<file path="config.mk">
export PLATFORM = sky130hd
export DESIGN_NAME = coax_tx_frame_loader
export DESIGN_NICKNAME = d
export VERILOG_FILES = /design/src/rtl/coax_tx_frame_loader.sv
export SDC_FILE = /design/constraint.sdc
export NUM_CORES = 1
export LEC_CHECK = 0
export BUFFER_PORTS_ARGS = -buffer_cell sky130_fd_sc_hd__buf_4
export CAP_MARGIN = 20
export CORE_UTILIZATION = 55
export CTS_CLUSTER_SIZE = 8
export DETAILED_ROUTE_END_ITERATION = 8
export PLACE_DENSITY = 0.84
export SYNTH_ARGS = -nofsm -noshare
export SYNTH_HDL_FRONTEND = slang
export SYNTH_SLANG_ARGS = --single-unit
</file>
<file path="constraint.sdc">
create_clock -name clk -period 4.2 [get_ports clk]
set_input_delay 1.26 -clock clk [delete_from_list [all_inputs] [get_ports clk]]
set_output_delay 1.26 -clock clk [all_outputs]
set_load 0.01 [all_outputs]
</file>
<file path="src/rtl/coax_tx_frame_loader.sv">
// Packs a big-endian host byte stream into 10-bit coax words, writes them into the
// transmit buffer and sequences the start/completion handshake with the transmitter.
module coax_tx_frame_loader #(
  parameter int MAX_WORDS     = 1024,
  parameter int READY_TIMEOUT = 65535
) (
  input  logic       clk,
  input  logic       reset,
  input  logic [7:0] byte_data,
  input  logic       byte_strobe,
  input  logic       byte_last,
  output logic       byte_ready,
  output logic [9:0] tx_data,
  output logic       tx_load_strobe,
  output logic       tx_start_strobe,
  input  logic       tx_full,
  input  logic       tx_ready,
  output logic       busy,
  output logic       done,
  output logic [1:0] error,
  output logic [10:0] word_count
);

  localparam int              TO_W   = $clog2(READY_TIMEOUT + 1);
  localparam logic [10:0]     MAX_WC = 11'(MAX_WORDS);
  localparam logic [TO_W-1:0] TO_LIM = TO_W'(READY_TIMEOUT);

  localparam logic [1:0] ERR_NONE = 2'd0;
  localparam logic [1:0] ERR_ODD  = 2'd1;
  localparam logic [1:0] ERR_OVF  = 2'd2;
  localparam logic [1:0] ERR_TMO  = 2'd3;

  typedef enum logic [2:0] {
    S_HIGH,
    S_LOW,
    S_LOAD,
    S_DISCARD,
    S_START,
    S_WAIT_FALL,
    S_WAIT_RISE
  } state_t;

  state_t          state_q, state_d;
  logic            ready_q, ready_d;
  logic            busy_q, busy_d;
  logic            done_q, done_d;
  logic [1:0]      err_q, err_d;
  logic [10:0]     wc_q, wc_d;
  logic            load_q, load_d;
  logic            start_q, start_d;
  logic [9:0]      tx_data_q, tx_data_d;
  logic [1:0]      hi_q, hi_d;
  logic            last_q, last_d;
  logic [TO_W-1:0] to_q, to_d;
  logic            accept;

  function automatic logic [10:0] sat_inc(input logic [10:0] v);
    return (v >= MAX_WC) ? MAX_WC : v + 11'd1;
  endfunction

  assign accept = byte_strobe && ready_q;

  always_comb begin
    state_d   = state_q;
    busy_d    = busy_q;
    done_d    = 1'b0;
    err_d     = err_q;
    wc_d      = wc_q;
    load_d    = 1'b0;
    start_d   = 1'b0;
    tx_data_d = tx_data_q;
    hi_d      = hi_q;
    last_d    = last_q;
    to_d      = to_q;

    case (state_q)
      S_HIGH: begin
        if (accept) begin
          // First byte of a new frame wipes the previous frame's status.
          if (!busy_q) begin
            busy_d = 1'b1;
            err_d  = ERR_NONE;
            wc_d   = '0;
          end
          if (byte_last) begin
            err_d = ERR_ODD;
            if (busy_q && (wc_q != '0)) begin
              state_d = S_START;
            end else begin
              done_d = 1'b1;
              busy_d = 1'b0;
            end
          end else begin
            hi_d    = byte_data[1:0];
            state_d = S_LOW;
          end
        end
      end

      S_LOW: begin
        if (accept) begin
          tx_data_d = {hi_q, byte_data};
          last_d    = byte_last;
          if (wc_q == MAX_WC) begin
            err_d   = ERR_OVF;
            state_d = byte_last ? S_START : S_DISCARD;
          end else begin
            state_d = S_LOAD;
          end
        end
      end

      S_LOAD: begin
        if (!tx_full) begin
          load_d  = 1'b1;
          wc_d    = sat_inc(wc_q);
          state_d = last_q ? S_START : S_HIGH;
        end
      end

      S_DISCARD: begin
        if (accept && byte_last) begin
          state_d = S_START;
        end
      end

      S_START: begin
        start_d = 1'b1;
        to_d    = '0;
        state_d = S_WAIT_FALL;
      end

      S_WAIT_FALL: begin
        if (!tx_ready) begin
          state_d = S_WAIT_RISE;
        end else if (to_q == TO_LIM) begin
          err_d   = ERR_TMO;
          done_d  = 1'b1;
          busy_d  = 1'b0;
          state_d = S_HIGH;
        end else begin
          to_d = to_q + TO_W'(1);
        end
      end

      S_WAIT_RISE: begin
        if (tx_ready) begin
          done_d  = 1'b1;
          busy_d  = 1'b0;
          state_d = S_HIGH;
        end
      end

      default: state_d = S_HIGH;
    endcase

    ready_d = (state_d == S_HIGH) || (state_d == S_LOW) || (state_d == S_DISCARD);
  end

  always_ff @(posedge clk) begin
    if (reset) begin
      state_q   <= S_HIGH;
      ready_q   <= 1'b1;
      busy_q    <= 1'b0;
      done_q    <= 1'b0;
      err_q     <= ERR_NONE;
      wc_q      <= '0;
      load_q    <= 1'b0;
      start_q   <= 1'b0;
      tx_data_q <= '0;
    end else begin
      state_q   <= state_d;
      ready_q   <= ready_d;
      busy_q    <= busy_d;
      done_q    <= done_d;
      err_q     <= err_d;
      wc_q      <= wc_d;
      load_q    <= load_d;
      start_q   <= start_d;
      tx_data_q <= tx_data_d;
    end
  end

  // Staging registers are always written before they are consumed, so no reset.
  always_ff @(posedge clk) begin
    hi_q   <= hi_d;
    last_q <= last_d;
    to_q   <= to_d;
  end

  assign byte_ready      = ready_q;
  assign tx_data         = tx_data_q;
  assign tx_load_strobe  = load_q;
  assign tx_start_strobe = start_q;
  assign busy            = busy_q;
  assign done            = done_q;
  assign error           = err_q;
  assign word_count      = wc_q;

endmodule

</file>
### Word level (Yosys, flattened, before mapping)

Index checks and enable logic that the tools add are counted.

| storage, ports and cells | value |
|---|---|
| flip-flop bits (word level) | 50 |
| logic and storage cells | 101 |
| bits of input ports | 14 |

| operators by class | value |
|---|---|
| eq/ne operators | 20 |
| reduce and logical (&&, ||, !) cells | 19 |
| muxes and demuxes | 45 |
| bitwise gates (word level) | 2 |
| order comparisons | 1 |
| $add $sub $neg | 2 |

Operators by type and width:

| kind | number |
|---|---|
| 11-bit 2-to-1 mux | 4 |
| 3-bit 2-to-1 mux | 12 |
| 16-bit 2-to-1 mux | 2 |
| 16-bit case mux with 2 select lines | 1 |
| 11-bit case mux with 2 select lines | 1 |
| 3-bit case mux with 7 select lines | 1 |
| 2-bit inequality test (second input constant) | 9 |
| 16-bit by 1-bit adder with 16-bit output (second input constant) | 1 |
| 16-bit == test (second input constant) | 1 |
| 1-bit 2-to-1 mux | 14 |
| 2-bit 2-to-1 mux | 7 |
| 11-bit by 1-bit adder with 11-bit output (second input constant) | 1 |
| 11-bit == test (second input constant) | 1 |
| 11-bit greater-or-equal comparator (second input constant) | 1 |
| 11-bit nonzero test | 1 |
| 3-bit by 2-bit == test with 1-bit output (second input constant) | 3 |
| 3-bit == test (second input constant) | 3 |
| 7-bit AND reduction | 1 |
| 3-bit by 1-bit == test with 1-bit output (second input constant) | 2 |
| 3-bit logical NOT | 2 |
| 1-bit case mux with 3 select lines | 2 |
| 2-bit case mux with 3 select lines | 1 |
| 3-bit AND reduction | 2 |
| 3-bit nonzero test | 2 |
| 9 further kinds | 14 |

### Logic depth before layout (Yosys ltp)

| depth | value |
|---|---|
| depth in word-level cells | 9 |
| depth in mapped cells | 8 |
| mapped depth without buffers | 7 |

### Least setup slack after synthesis

Ideal clock, no wire load.

| path | value |
|---|---|
| kind | input -> register |
| from | input tx_ready |
| to | register to_q[0], enable pin |
| library setup time | 0.436 ns |
| buffers on the path | 0 |
| cell stages on the path | 2 |
| arrival | 3.098 ns |
| setup slack | 0.666 ns |
| required time | 3.764 ns |
| cell sequence | nor2_1 > nor4b_1 |

| on the way | value |
|---|---|
| cells in the longest elaborated chain, start to end | 2 |

RTL lines:

| item | RTL line | source |
|---|---|---|
| start: declaration | 17 | `input logic tx_ready,` |
| 2-bit inequality test (no line) | - |  |
| 3-bit AND reduction (no line) | - |  |
| end signal: assignment | 188 | `to_q <= to_d;` |
| end: declaration | 54 | `logic [TO_W-1:0] to_q, to_d;` |

No other way between the ends.
A chain may end at the register's enable or synchronous reset.

### Final worst setup path

| path | value |
|---|---|
| from | register state_q[0] |
| to | register ready_q (netlist: byte_ready) |

| on the way | value |
|---|---|
| cells in the longest elaborated chain, start to end | 7 |

RTL lines:

| item | RTL line | source |
|---|---|---|
| start: declaration | 43 | `state_t state_q, state_d;` |
| start signal: assignment | 172 | `state_q <= state_d;` |
| 3-bit 2-to-1 mux | 87 | `if (busy_q && (wc_q != '0)) begin` |
| 3-bit 2-to-1 mux | 85 | `if (byte_last) begin` |
| 3-bit 2-to-1 mux | 78 | `if (accept) begin` |
| 3-bit case mux with 7 select lines (*) | 76 | `case (state_q)` |
| 3-bit by 1-bit == test with 1-bit output or 3-bit logical NOT (tied branches) | 157 | `ready_d = (state_d == S_HIGH) \|\| (state_d == S_LOW) \|\| (state_d == S_DISCARD);` |
| 1-bit logical OR | 157 |  |
| 1-bit logical OR (*) | 157 |  |
| end signal: assignment | 173 | `ready_q <= ready_d;` |
| end: declaration | 44 | `logic ready_q, ready_d;` |

Mark *: on every way between the ends. The rest lies on a longest branch, timed or not.

==> reports/summary.txt <==
Hold Fails Final Rpt: 0
min cycle time layout: 2.60 ns
WL per Instance: 13.9 µm
WL final: 5110 µm
critical path, cell by cell: inv_1 > nor3_1 > nand3_1 > inv_1 > o21ai_0 > a31oi_1 > a211oi_1
initial antenna violation count: 0
Required @ worst endpoint: 4.38 ns
number of synthesized flops with an enable pin: 19
Crit path top cell by count: inv_1
Synth top area share: 24.7%
maximum buffer depth of the clock tree: 2
Async SR Flop Fraction: 0%
Crit path buffers/inverters: 2
Clk Latency, worst-skew pair: 0.30 ns
post-CTS sizing: 0
fill cell count: 357
synthesized cell area: 0.00252 mm²
fin worst setup slack: 1.60 ns
row count: 24
worst slew pin tran: 0.789 ns
mean number of vias per cell: 5.74
H-tree levels: 2
first-pass GRT wire length: 8610 µm
Final Max Tran Viols: 0
largest net degree at the start of global routing: 25
grt total ovfl: 0
Synthesis Warnings: 0
Starting Density: 57.4%
nets: 332
fin util: 67.2%
Netlist cell types: 53
top_reg_cell synth: dfxtp_1
Synth area leader: dfxtp_1
DRT iter0 DRCs: 110
Fin Hold WS: 0.460 ns
cts hold-fix bufs: 0
register clock-pin slew on the reported worst setup and hold paths: 0.09 ns
cell depth of the worst setup path: 7
Worst setup SP type: register
Die Height: 69.7 µm
worst slack, placed: 1.32 ns
Vias: 2114
met2 Usage GRT: 35.2%
Placeable Area: 0.00438 mm²
r2r worst-path depth: 7
Placed Area: 0.00286 mm²
synth-to-layout area growth: 16.9%
Total GRT Usage: 21.9%
area of the multi-input gates: 0.00124 mm²
leak pwr: 0.00108 µW
CTS buffer count: 5
DRC errors left: 0
Crit Path Max Fanout: 12
root buf cell: clkbuf_8
count leader, synth: nand2_1
GR peak layer: met2
TritonCTS clock tree: done
Die Area: 0.00485 mm²
Post-Syn Nets: 294
worst hold path type: register to register
n_diodes: 0
final setup vio count: 0
largest cells by area after synthesis: dfxtp_1 (25%), edfxtp_1 (23%), nand2_1 (5.7%)
Port-buffer cells: 41
met1 Use GR: 29.4%
Largest stage delay, worst path: 0.61 ns
Ports: 42
run status: finished, final reports clean
hold depth: 2
WS Path Type: register to register
Die Wd: 69.7 µm
Critical Path Slowest Stage Cell: dfxtp_1
RSZ-0062 raised after global routing: false
TNS Setup: 0 ns
share of layout cells above drive strength 1: 18.7%
max-cap viol count: 0
normalized max-slew margin: 47.2%
CP Capture Type: register
Synth top cells by count: nand2_1 (38), nor2_1 (33), dfxtp_1 (31), a21oi_1 (20), edfxtp_1 (19)
final instance area: 0.00294 mm²
register area: 0.00119 mm²
antenna-violating nets left: 0
Final HPWL DP: 3630 µm
CP arrival: 2.78 ns
Pre-antenna DRT Iters: 4
Cell Pwr Density: 312 mW/mm²
Seq cells post-synth: 50
Syn Area/Cell: 9.09 µm²
vias in the first global route: 1942
Max Freq: 0.385 GHz
CP delay by family, top: simple AND/OR/NAND/NOR gates
Seq/Total Area, Yosys: 47.3%
Max IR drop VDD: 0.229 mV
clock sink total: 50
Synth Instances: 277
GPL Wtd Cong: 0.864
ratio of final minimum period to clock period: 61.9%
setup bufs post-CTS: 0
GR Util met3: 4.51%
skew final: 0.00604 ns
-- state kept, by name (all words and copies together) (netlist names) --
register         count
tx_data             10
to_q                16
busy                 1
last_q               1
word_count          11
done                 1
state_q              3
error                2
hi_q                 2
byte_ready           1
tx_start_strobe      1
tx_load_strobe       1
-- final cells by class --
type | instances | share of cell area (%)
Timing Repair Buffer | 42 | 10.7
Sequential cell | 50 | 40.5
Tap cell | 52 | 2.21
Clock inverter | 2 | 0.467
Multi-Input combinational cell | 205 | 42.3
Inverter | 11 | 1.40
Clock buffer | 6 | 2.46
-- routing by layer --
metal  wire length [µm]  share of wire [%]  up-vias
met5                  0                  0        -
met2               2410                 47       65
met3                264                5.2        9
met4                 73                1.4        0
met1               2360                 46      978
li1                   -                  -     1062
-- worst register-to-register path, cell delays in order (launching register included) --
cell and delay, ns:
dfxtp_1 0.61, inv_1 0.20, nor3_1 0.33, nand3_1 0.38, inv_1 0.41, o21ai_0 0.17
a31oi_1 0.26, a211oi_1 0.12
-- final timing paths --
path / start / to / slack (ns)
max reg2reg: state_q[0] / byte_ready / 1.60
min reg2reg: tx_data[9] / tx_data[9] / 0.46
min: tx_data[9] / tx_data[9] / 0.46
max: state_q[0] / byte_ready / 1.60
-- kinds of logic (layout without fill, tap and decap cells) --
family / after synthesis / in the layout / share of synthesized area [%]
AOI/OAI and AO/OA: 57 / 57 / 15.1
xor gates and xnor gates: 17 / 17 / 5.91
adders and majority gates: 3 / 3 / 1.49
buffers and inverters: 22 / 61 / 3.48
DFF: 50 / 50 / 47.3
and+or+nand+nor: 128 / 128 / 26.7
-- stage by stage --
step | power, µW | std cells
detailed placement | 657 | 360
finish | 920 | 368
CTS | 926 | 368
global placement | 655 | 360
global route | 962 | 368
floorplan | 614 | 277
-- report_power, final --
group | switching [µW] | internal, µW
clock | 154 | 118
combinational | 63.4 | 52.2
sequential | 16.9 | 515
-- cell usage in the layout (no fill, tap or decap), types with 3 or more instances in the layout --
cell,instances
nand2b_1,3
buf_4,42
dfxtp_1,31
nand2_1,38
ha_1,3
nor2_1,33
a211o_1,3
clkbuf_8,5
nor3_1,4
xnor2_1,5
inv_1,11
o21ai_0,12
or3_1,6
xor2_1,12
nor2b_1,5
nor4_1,5
nand3_1,8
a21oi_1,20
edfxtp_1,19
nand4_1,8
No activity file was read; power rests on OpenSTA's default activity.
